File: config.mk
export PLATFORM = sky130hd
export DESIGN_NAME = kitchen_timer_ctrl
export DESIGN_NICKNAME = d
export VERILOG_FILES = /design/src/rtl/kitchen_timer_ctrl.sv
export SDC_FILE = /design/constraint.sdc
export NUM_CORES = 1
export LEC_CHECK = 0
export BUFFER_PORTS_ARGS = -buffer_cell sky130_fd_sc_hd__buf_2
export CORE_ASPECT_RATIO = 0.9
export CORE_MARGIN = 8
export CORE_UTILIZATION = 60
export CTS_CLUSTER_SIZE = 10
export DETAILED_ROUTE_END_ITERATION = 10
export MAX_ROUTING_LAYER = met4
export PLACE_DENSITY_LB_ADDON = 0.05
export SLEW_MARGIN = 20
export SYNTH_ARGS = -nofsm -noshare
export SYNTH_HDL_FRONTEND = slang
export SYNTH_SLANG_ARGS = --single-unit
export TNS_END_PERCENT = 10
File: constraint.sdc
create_clock -name clk -period 4.17 [get_ports clk]
set_input_delay 0.834 -clock clk [delete_from_list [all_inputs] [get_ports clk]]
set_output_delay 0.834 -clock clk [all_outputs]
set_load 0.02 [all_outputs]
File: src/rtl/kitchen_timer_ctrl.sv
// Kitchen timer control: button synchronisers, one-second prescaler, run/pause/alarm
// sequencing and the alarm buzzer for the cascaded down-counter digits.
module kitchen_timer_ctrl #(
  parameter int PRESCALE   = 50000000,
  parameter int ALARM_SECS = 5,
  parameter int BUZZ_DIV   = 25000
) (
  input  logic clk,
  input  logic reset,
  input  logic btn_start,
  input  logic btn_clear,
  input  logic zero,
  output logic tick,
  output logic digit_clr,
  output logic running,
  output logic alarm,
  output logic buzz
);

  localparam int PW = $clog2(PRESCALE);
  localparam int AW = (ALARM_SECS > 1) ? $clog2(ALARM_SECS) : 1;
  localparam int BW = (BUZZ_DIV > 1) ? $clog2(BUZZ_DIV) : 1;

  localparam logic [PW-1:0] PRE_LAST   = PW'(PRESCALE - 1);
  localparam logic [AW-1:0] ALARM_LAST = AW'(ALARM_SECS - 1);
  localparam logic [BW-1:0] BUZZ_LAST  = BW'(BUZZ_DIV - 1);

  typedef enum logic [1:0] {
    S_IDLE  = 2'd0,
    S_RUN   = 2'd1,
    S_PAUSE = 2'd2,
    S_ALARM = 2'd3
  } state_t;

  logic          start_s1_q, start_s1_d;
  logic          start_s2_q, start_s2_d;
  logic          start_hist_q, start_hist_d;
  logic          clear_s1_q, clear_s1_d;
  logic          clear_s2_q, clear_s2_d;
  logic          clear_hist_q, clear_hist_d;
  state_t        state_q, state_d;
  logic [PW-1:0] pre_q, pre_d;
  logic [AW-1:0] asec_q, asec_d;
  logic [BW-1:0] bdiv_q, bdiv_d;
  logic          buzz_q, buzz_d;
  logic          running_q, running_d;
  logic          alarm_q, alarm_d;

  logic          start_press;
  logic          clear_press;
  logic          pre_wrap;
  logic [PW-1:0] pre_next;

  assign start_press = start_s2_q & ~start_hist_q;
  assign clear_press = clear_s2_q & ~clear_hist_q;
  assign pre_wrap    = (pre_q == PRE_LAST);
  assign pre_next    = pre_wrap ? '0 : pre_q + 1'b1;

  // Gated with reset so neither pulse escapes during the reset cycle.
  assign tick      = ~reset & (state_q == S_RUN) & pre_wrap & ~zero
                     & ~start_press & ~clear_press;
  assign digit_clr = ~reset & clear_press;

  assign running = running_q;
  assign alarm   = alarm_q;
  assign buzz    = buzz_q;

  always_comb begin
    start_s1_d   = btn_start;
    start_s2_d   = start_s1_q;
    start_hist_d = start_s2_q;
    clear_s1_d   = btn_clear;
    clear_s2_d   = clear_s1_q;
    clear_hist_d = clear_s2_q;

    state_d = state_q;
    pre_d   = pre_q;
    asec_d  = asec_q;

    if (clear_press) begin
      state_d = S_IDLE;
      pre_d   = '0;
      asec_d  = '0;
    end else begin
      case (state_q)
        S_IDLE: begin
          if (start_press && !zero) begin
            state_d = S_RUN;
            pre_d   = '0;
          end
        end
        S_RUN: begin
          // A pause freezes the prescaler so the partial second survives.
          if (start_press) begin
            state_d = S_PAUSE;
          end else if (zero) begin
            state_d = S_ALARM;
            pre_d   = '0;
            asec_d  = '0;
          end else begin
            pre_d = pre_next;
          end
        end
        S_PAUSE: begin
          if (start_press && !zero) begin
            state_d = S_RUN;
          end
        end
        S_ALARM: begin
          if (start_press) begin
            state_d = S_IDLE;
          end else begin
            pre_d = pre_next;
            if (pre_wrap) begin
              if (asec_q == ALARM_LAST) begin
                state_d = S_IDLE;
                asec_d  = '0;
              end else begin
                asec_d = asec_q + 1'b1;
              end
            end
          end
        end
        default: state_d = S_IDLE;
      endcase
    end

    // The buzzer only runs while staying in ALARM; any exit or entry restarts it low.
    if ((state_q == S_ALARM) && (state_d == S_ALARM)) begin
      if (bdiv_q == BUZZ_LAST) begin
        bdiv_d = '0;
        buzz_d = ~buzz_q;
      end else begin
        bdiv_d = bdiv_q + 1'b1;
        buzz_d = buzz_q;
      end
    end else begin
      bdiv_d = '0;
      buzz_d = 1'b0;
    end

    running_d = (state_d == S_RUN);
    alarm_d   = (state_d == S_ALARM);
  end

  always_ff @(posedge clk) begin
    if (reset) begin
      start_s1_q   <= 1'b0;
      start_s2_q   <= 1'b0;
      start_hist_q <= 1'b0;
      clear_s1_q   <= 1'b0;
      clear_s2_q   <= 1'b0;
      clear_hist_q <= 1'b0;
      state_q      <= S_IDLE;
      pre_q        <= '0;
      asec_q       <= '0;
      bdiv_q       <= '0;
      buzz_q       <= 1'b0;
      running_q    <= 1'b0;
      alarm_q      <= 1'b0;
    end else begin
      start_s1_q   <= start_s1_d;
      start_s2_q   <= start_s2_d;
      start_hist_q <= start_hist_d;
      clear_s1_q   <= clear_s1_d;
      clear_s2_q   <= clear_s2_d;
      clear_hist_q <= clear_hist_d;
      state_q      <= state_d;
      pre_q        <= pre_d;
      asec_q       <= asec_d;
      bdiv_q       <= bdiv_d;
      buzz_q       <= buzz_d;
      running_q    <= running_d;
      alarm_q      <= alarm_d;
    end
  end

endmodule
After elaboration in Yosys (flattened, before gate mapping):

Index checks and enable logic that the tools add are counted.

* muxes and demuxes: 20
* add/sub/neg operators: 3
* reduce and logical (&&, ||, !) cells: 12
* bitwise operators: 16
* equality and inequality tests: 13

Operator list (number)
* 26-bit 2-to-1 mux: 5
* 26-bit one-hot mux with 3 select lines: 1
* 26-bit by 1-bit adder with 26-bit output (second input constant): 1
* 26-bit equality test (second input constant): 1
* 15-bit by 1-bit adder with 15-bit output (second input constant): 1
* 15-bit equality test (second input constant): 1
* 3-bit 2-to-1 mux: 5
* 2-bit 2-to-1 mux: 7
* 2-bit != test (second input constant): 5
* 1-bit bitwise AND: 8
* 1-bit inverter: 8
* 2-bit equality test (second input constant): 3
* 2-bit one-hot mux with 3 select lines: 1
* 3-bit one-hot mux with 2 select lines: 1
* 2-bit OR reduction: 3
* 5-bit AND reduction: 1
* 2-bit by 1-bit equality test with 1-bit output (second input constant): 2
* 4-bit AND reduction: 1
* 3-bit by 1-bit adder with 3-bit output (second input constant): 1
* 3-bit equality test (second input constant): 1
* 3-bit nonzero test: 1
* 3-bit OR reduction: 1
* 1-bit logical AND: 2
* 2-bit logical NOT: 1
* other kinds (2): 2

* register bits: 55
* word-level logic and storage cells: 77

Longest topological paths before layout:

Gate-level depths: netlist of the first run.

* depth after elaboration: 10
* gate-level depth with buffers: 7

Worst setup path after synthesis of the first run:

Ideal clock, no wire load.

* kind: input-to-reg
* start point: in zero
* end point: reg pre_q[16]
* cell stages on the path: 6
* slack: 1553 ps
* path buffers: 1
* data required time: 4100 ps
* arrival: 2548 ps
* path through: buf_4 > or4b_4 > mux2_4 > nor3_4 > or4b_1 > a21oi_1

* longest elaborated chain between the ends: 4
* elaborated cells between the ends (all ways): 7
* classes of those cells: eq/ne: 1; mux: 3; reduce/logical: 3

Ends and longest elaborated chain
* from (decl): RTL line 12 `input logic zero,`
* 1-bit logical NOT: RTL line 87 `if (start_press && !zero) begin`
* 1-bit logical AND: RTL line 87
* 2-bit != test (no line)
* 4-bit AND reduction (no line)
* to (signal assigned): RTL line 169 `pre_q <= pre_d;`
* to (decl): RTL line 42 `logic [PW-1:0] pre_q, pre_d;`

Parallel ways exist; a longest one is shown, timed or not. The select of a mux whose other input is x is not followed.
A chain may end at the register's enable or synchronous reset.

Worst setup path after layout of the first run:

* start point: reg pre_q[0]
* end point: out tick

* longest elaborated chain between the ends: 5

Ends and longest elaborated chain
* 26-bit equality test: RTL line 56 `assign pre_wrap = (pre_q == PRE_LAST);`
* 1-bit bitwise AND (2 in a row): RTL line 60 `assign tick = ~reset & (state_q == S_RUN) & pre_wrap & ~zero`
* 1-bit bitwise AND (2 in a row): RTL line 61 `& ~start_press & ~clear_press;`
* to (decl): RTL line 13 `output logic tick,`

No other way between the ends.

==> results of run 1 <==
[cell usage after synthesis, drive strengths merged (2+ instances only)]
| library cell | count | area [sq um] |
|---|---|---|
| a21oi | 8 | 40.0 |
| o21ai | 2 | 10.0 |
| mux2i | 3 | 30.0 |
| nor4 | 7 | 43.8 |
| or4b | 3 | 33.8 |
| and4 | 4 | 35.0 |
| and3 | 11 | 68.8 |
| xor2 | 17 | 149 |
| ha | 4 | 50.1 |
| xnor2 | 18 | 158 |
| and2 | 2 | 12.5 |
| a31oi | 4 | 25.0 |
| clkbuf | 3 | 11.3 |
| nand4 | 15 | 93.8 |
| o31ai | 2 | 15.0 |
| or2 | 3 | 18.8 |
| buf | 6 | 42.5 |
| nand3b | 2 | 15.0 |
| nand2 | 23 | 86.3 |
| dfxtp | 55 | 1100 |
| a211o | 2 | 17.5 |
| o211ai | 2 | 15.0 |
| nor2b | 11 | 68.8 |
| or3 | 2 | 12.5 |
| nand3 | 18 | 90.1 |
| nor4b | 4 | 35.0 |
| inv | 4 | 15.0 |
| nor3 | 6 | 41.3 |
| nor2 | 51 | 191 |
[cell families (layout without fill, tap and decap cells)]
group	Yosys count	after routing	synth area share
buffers and inverters	14	23	0.0274
multiplexers	4	4	0.0170
AO/OA/AOI/OAI	25	25	0.0652
AND/OR/NAND/NOR	168	168	0.339
adder cells (fa/ha/maj)	4	4	0.0189
XOR/XNOR	35	35	0.116
flip-flops	55	55	0.416
[worst paths after layout]
kind | from | to | slack [ns] | cells after the start
min | clear_s1_q$_SDFF_PP0_ | clear_hist_d$_SDFF_PP0_ | 0.45 | 1
min reg2reg | clear_s1_q$_SDFF_PP0_ | clear_hist_d$_SDFF_PP0_ | 0.45 | 1
max | pre_q[0]$_SDFFE_PP0P_ | tick | 1.27 | 6
max reg2reg | pre_q[0]$_SDFFE_PP0P_ | bdiv_q[9]$_SDFF_PP0_ | 1.82 | 6
[final cells by class]
cell class / count / share of cell area
clock buffer: 6 / 0.0258
clock inverter: 2 / 0.00623
inverter: 5 / 0.00667
multi-input combinational: 236 / 0.524
sequential: 55 / 0.391
tap: 62 / 0.0276
timing repair buffer: 10 / 0.0187
[per-layer routing]
metal | global-route usage | wire, microns | vias to the layer above
li1 | - | - | 1091
met1 | 0.202 | 2500 | 1016
met2 | 0.244 | 2300 | 41
met3 | 0.0443 | 192 | 6
met4 | 0.0542 | 79 | 0
met5 | - | 0 | -
[per-stage QoR]
stage          power [mW]  area (sq um)  hold slack (ns)  setup slack (ns)   util
2_1_floorplan       0.568          2650            0.413              1.55      -
5_1_grt             0.892          2810            0.469              1.07  0.647
3_5_place_dp        0.576          2720            0.433              1.39  0.627
4_1_cts             0.864          2810            0.456              1.27  0.647
3_3_place_gp        0.575          2720            0.423              1.44  0.627
6_report            0.855          2810            0.453              1.27  0.647
[sequential cells by signal, summed over array words and instances (netlist names)]
register	cells
alarm	1
asec_q	3
bdiv_q	15
buzz	1
clear_hist_d	1
clear_hist_q	1
clear_s1_q	1
pre_q	26
running	1
start_hist_d	1
start_hist_q	1
start_s1_q	1
state_q	2
[layout by cell type (no fill, tap or decap), types with 8 or more instances in the layout]
cell type / synthesis / final
and3_1: 11 / 11
xor2_1: 17 / 17
nor2b_1: 11 / 11
dfxtp_1: 55 / 55
buf_2: 1 / 9
nor2_1: 51 / 51
nand3_1: 18 / 18
nand4_1: 15 / 15
a21oi_1: 8 / 8
xnor2_1: 18 / 18
nand2_1: 23 / 23
[critical path, cell delays in order, from the launching register on]
cell	delay, ns
dfxtp_1	0.43
ha_1	0.26
nor4bb_1	0.24
nand3_1	0.19
nor2_1	0.27
and3_1	0.20
buf_2	0.16
[where the power goes]
part           total [mW]  switching [mW]  internal (mW)  leakage (nW)
Clock               0.292           0.171          0.121        0.0454
Combinational      0.0321          0.0220         0.0102         0.455
Sequential          0.531         0.00269          0.529         0.444
Total               0.855           0.196          0.660         0.944
==> flow_metrics.env, run 1 <==
export IMPL_run_status="completed"
export IMPL_syn_area_sq_um=2650
export IMPL_die_w_microns=86.0
export IMPL_p_leak_nw=0.944
export IMPL_holdCritPathClass="reg2reg"
export IMPL_cts_root_buffer="clkbuf_8"
export IMPL_clkTransAtPathRegs_ns=0.10
export IMPL_finalCriticalPeriod_ns=2.90
export IMPL_tritoncts="done"
export IMPL_synth_seq_cells=55
export IMPL_final_max_slew_viol_count=0
export IMPL_dp_hpwl_mm=3.57
export IMPL_core_sq_um=4350
export IMPL_ir_drop_mv=0.249
export IMPL_layout_drive_gt1_share=0.0828
export IMPL_dr_pass1_iters=4
export IMPL_n_antenna_cell=0
export IMPL_setup_viol_count_final=0
export IMPL_vias=2154
export IMPL_multi_input_comb_area_sq_um=1470
export IMPL_synth_warnings=0
export IMPL_postSynthCellCount=305
export IMPL_hold_viol=0
export IMPL_period_share=0.695
export IMPL_setup_tns_ns=0
export IMPL_rsz0062_at_grt="false"
export IMPL_placed_cells=368
export IMPL_grt_pass1_vias=1907
export IMPL_async_flop_share=0
export IMPL_wl_mm=5.07
export IMPL_ys_seq_area_frac=0.416
export IMPL_clock_skew_final_ns=0.0107
export IMPL_hold_buffers=0
export IMPL_cp_end_kind="primary output"
export IMPL_power_density_nw_per_um2=304
export IMPL_max_slew_worst_pin_slew_ns=0.775
export IMPL_grt_usage=0.161
export IMPL_worstPathMaxFanout=5
export IMPL_synth_ff_type="dfxtp_1"
export IMPL_worstSetupStartpointType="flop"
export IMPL_detail_route_antenna_nets=0
export IMPL_fin_nets=322
export IMPL_die_height_microns=79.0
export IMPL_worstPathArrival_ns=2.06
export IMPL_floorplan_rows=23
export IMPL_critPathRequiredTime_ns=3.34
export IMPL_critical_path_class="reg2out"
export IMPL_clk_path_buf_depth=2
export IMPL_synth_fp_nets=314
export IMPL_synth_edf_count=0
export IMPL_drtIter0Drc=157
export IMPL_numPortBuffers=9
export IMPL_grt_max_degree=25
export IMPL_area_delta_synth_final_pct=6.29
export IMPL_ios=10
export IMPL_grt_pass1_wl_mm=8.74
export IMPL_fill_cells=394
export IMPL_cts_resized=0
export IMPL_relSlewSlack=0.483
export IMPL_initial_core_util=0.609
export IMPL_stdcell_count=376
export IMPL_ys_types=47
export IMPL_htree_levels=2
export IMPL_numCtsBuffers=5
export IMPL_grt_antenna_before_repair=0
export IMPL_fmax_ghz=0.345
export IMPL_wl_per_cell_microns=13.5
export IMPL_max_cap_violations=0
export IMPL_clkLatencyLatePin_ns=0.31
export IMPL_regArea_sq_um=1100
export IMPL_clock_sinks=55
export IMPL_gr_total_overflow=0
export IMPL_cts_setup_buffers=0
export IMPL_dieArea_sq_um=6790
export IMPL_syn_area_per_cell_sq_um=8.68
export IMPL_drc=0
export IMPL_place_congestion=0.886
export IMPL_routed_via_density=5.73
No activity file was read; power rests on OpenSTA's default activity.
==> run 2: changes to the inputs <==
==> constraint.sdc (replaced) <==
create_clock -name clk -period 3 [get_ports clk]
set_input_delay 0.6 -clock clk [delete_from_list [all_inputs] [get_ports clk]]
set_output_delay 0.6 -clock clk [all_outputs]
set_load 0.02 [all_outputs]
==> flow_metrics.env, run 2 (synthesis results as in run 1) <==
export IMPL_period_share=0.890
export IMPL_cts_resized=0
export IMPL_detail_route_antenna_nets=0
export IMPL_worstSetupPathDepth=6
export IMPL_grt_usage=0.159
export IMPL_max_stage_delay_ns=0.43
export IMPL_area_delta_synth_final_pct=6.67
export IMPL_run_status="completed"
export IMPL_n_antenna_cell=0
export IMPL_dr_pass1_iters=4
export IMPL_power_density_nw_per_um2=418
export IMPL_worstPathBufferInverterCount=1
export IMPL_regArea_sq_um=1100
export IMPL_clkPwrFrac=0.336
export IMPL_dpl_worst_slack_ns=0.483
export IMPL_grt_pass1_vias=1960
export IMPL_drc=0
export IMPL_setup_viol_count_final=0
export IMPL_hold_buffers=0
export IMPL_largest_reg_flops=26
export IMPL_rsz0062_at_grt="false"
export IMPL_r2r_slack_ns=0.67
export IMPL_hold_viol=0
export IMPL_crit_slowest_cell="dfxtp_1"
export IMPL_die_height_microns=79.0
export IMPL_initial_core_util=0.609
export IMPL_ios=10
export IMPL_final_max_slew_viol_count=0
export IMPL_worstPathMaxFanout=5
export IMPL_drtIter0Drc=123
export IMPL_core_sq_um=4350
export IMPL_floorplan_rows=23
export IMPL_cts_root_buffer="clkbuf_8"
export IMPL_rr_endpoint="bdiv_q[7]$_SDFF_PP0_"
export IMPL_vias=2114
export IMPL_setup_tns_ns=0
export IMPL_postLayoutSetupSlackWorst_ns=0.330
export IMPL_endpoint="tick"
export IMPL_wl_mm=4.99
export IMPL_critPathRequiredTime_ns=2.40
export IMPL_fmax_ghz=0.375
export IMPL_final_common_cell="dfxtp_1"
export IMPL_dieArea_sq_um=6790
export IMPL_switching_share=0.226
export IMPL_grt_pass1_wl_mm=8.74
export IMPL_critical_path_class="reg2out"
export IMPL_clkLatencyLatePin_ns=0.30
export IMPL_clock_sinks=55
export IMPL_layout_drive_gt1_share=0.0886
export IMPL_r2r_cells=6
export IMPL_htree_levels=2
export IMPL_grt_antenna_before_repair=0
export IMPL_startpoint="pre_q[1]$_SDFFE_PP0P_"
export IMPL_fill_cells=367
export IMPL_numCtsBuffers=5
export IMPL_dp_hpwl_mm=3.51
export IMPL_top_regs="pre_q: 26 flops, bdiv_q: 15 flops, asec_q: 3 flops"
export IMPL_tritoncts="done"
export IMPL_numPortBuffers=9
export IMPL_clk_path_buf_depth=2
export IMPL_worstPathArrival_ns=2.07
export IMPL_gr_total_overflow=0
export IMPL_relSlewSlack=0.562
export IMPL_p_comb_frac=0.040
export IMPL_cpLargestDelayFamily="simple AND/OR/NAND/NOR gates"
export IMPL_cts_setup_buffers=0
export IMPL_place_congestion=0.856
export IMPL_layout_common_cells="dfxtp_1, nor2_1, nand2_1"
export IMPL_clock_skew_final_ns=0.00686
export IMPL_p_sw_mw=0.267
export IMPL_worstSetupStartpointType="flop"
export IMPL_seqPwrFrac=0.625
export IMPL_max_cap_violations=0
export IMPL_ir_drop_mv=0.303
export IMPL_regMostFlops="pre_q"
export IMPL_r2r_start="pre_q[1]$_SDFFE_PP0P_"
export IMPL_multi_input_comb_area_sq_um=1470
export IMPL_clkTransAtPathRegs_ns=0.10
export IMPL_routed_via_density=5.59
export IMPL_fin_nets=324
export IMPL_p_leak_nw=0.950
export IMPL_wl_per_cell_microns=13.2
export IMPL_die_w_microns=86.0
export IMPL_intPower_mw=0.914
export IMPL_cp_end_kind="primary output"
export IMPL_holdCritPathClass="reg2reg"
export IMPL_max_slew_worst_pin_slew_ns=0.657
export IMPL_finalCriticalPeriod_ns=2.67
export IMPL_grt_max_degree=25
export IMPL_path_cells="ha_1 -> nor4bb_1 -> nand3_1 -> nor2_1 -> and3_1 -> buf_2"
## run 2: cell types whose count changed in the layout (fill, tap and decap cells not counted), sizes merged
cell	before	now
buf	10	12
clkinvlp	0	1
clkinv	3	2
## run 2: routing by layer
metal | global-route usage | vias up | part of all wire
met5 | - | - | 0
met4 | 0.0524 | 0 | 0.014
met3 | 0.0330 | 8 | 0.048
met2 | 0.242 | 52 | 0.45
met1 | 0.206 | 955 | 0.49
li1 | - | 1099 | -
## run 2: worst register-to-register path, cell delays in order (launching register included)
cell and delay [ns]:
dfxtp_1 0.43, ha_1 0.27, nor4bb_1 0.23, nand3_1 0.19, or2_2 0.39, o2111ai_2 0.58
nor2_1 0.11
## run 2: layout make-up
type | instances | share of cell area
inverter | 5 | 0.00665
tap | 62 | 0.0275
clock buffer | 6 | 0.0257
clock inverter | 2 | 0.00443
sequential | 55 | 0.390
multi-input combinational | 236 | 0.522
timing repair buffer | 12 | 0.0239
## run 2: worst min path at each step
stage                                     start                      end  slack [ns]  depth (start not counted)
after floorplan            bdiv_q[0]$_SDFF_PP0_     bdiv_q[0]$_SDFF_PP0_        0.41                          1
after global placement    start_s1_q$_SDFF_PP0_  start_hist_d$_SDFF_PP0_        0.42                          1
after detailed placement  start_s1_q$_SDFF_PP0_  start_hist_d$_SDFF_PP0_        0.42                          1
after CTS                 start_s1_q$_SDFF_PP0_  start_hist_d$_SDFF_PP0_        0.45                          1
after global routing      start_s1_q$_SDFF_PP0_  start_hist_d$_SDFF_PP0_        0.47                          1
final                     start_s1_q$_SDFF_PP0_  start_hist_d$_SDFF_PP0_        0.45                          1
## run 2: power by group through the flow
stage	registers, mW	clock network, mW	logic (mW)
global placement	0.755	0	0.0466
global route	0.740	0.442	0.0521
CTS	0.738	0.410	0.0471
detailed placement	0.755	0	0.0470
finish	0.738	0.396	0.0467
floorplan	0.755	0	0.0349
## run 2: through the flow
stage	util	instance area [sq um]	hold slack (ns)	std cells	power [mW]
detailed placement	0.630	2740	0.425	370	0.802
finish	0.650	2820	0.445	378	1.18
CTS	0.650	2820	0.446	378	1.20
global placement	0.630	2740	0.419	370	0.802
floorplan	-	2650	0.413	305	0.790
global route	0.650	2820	0.471	378	1.23
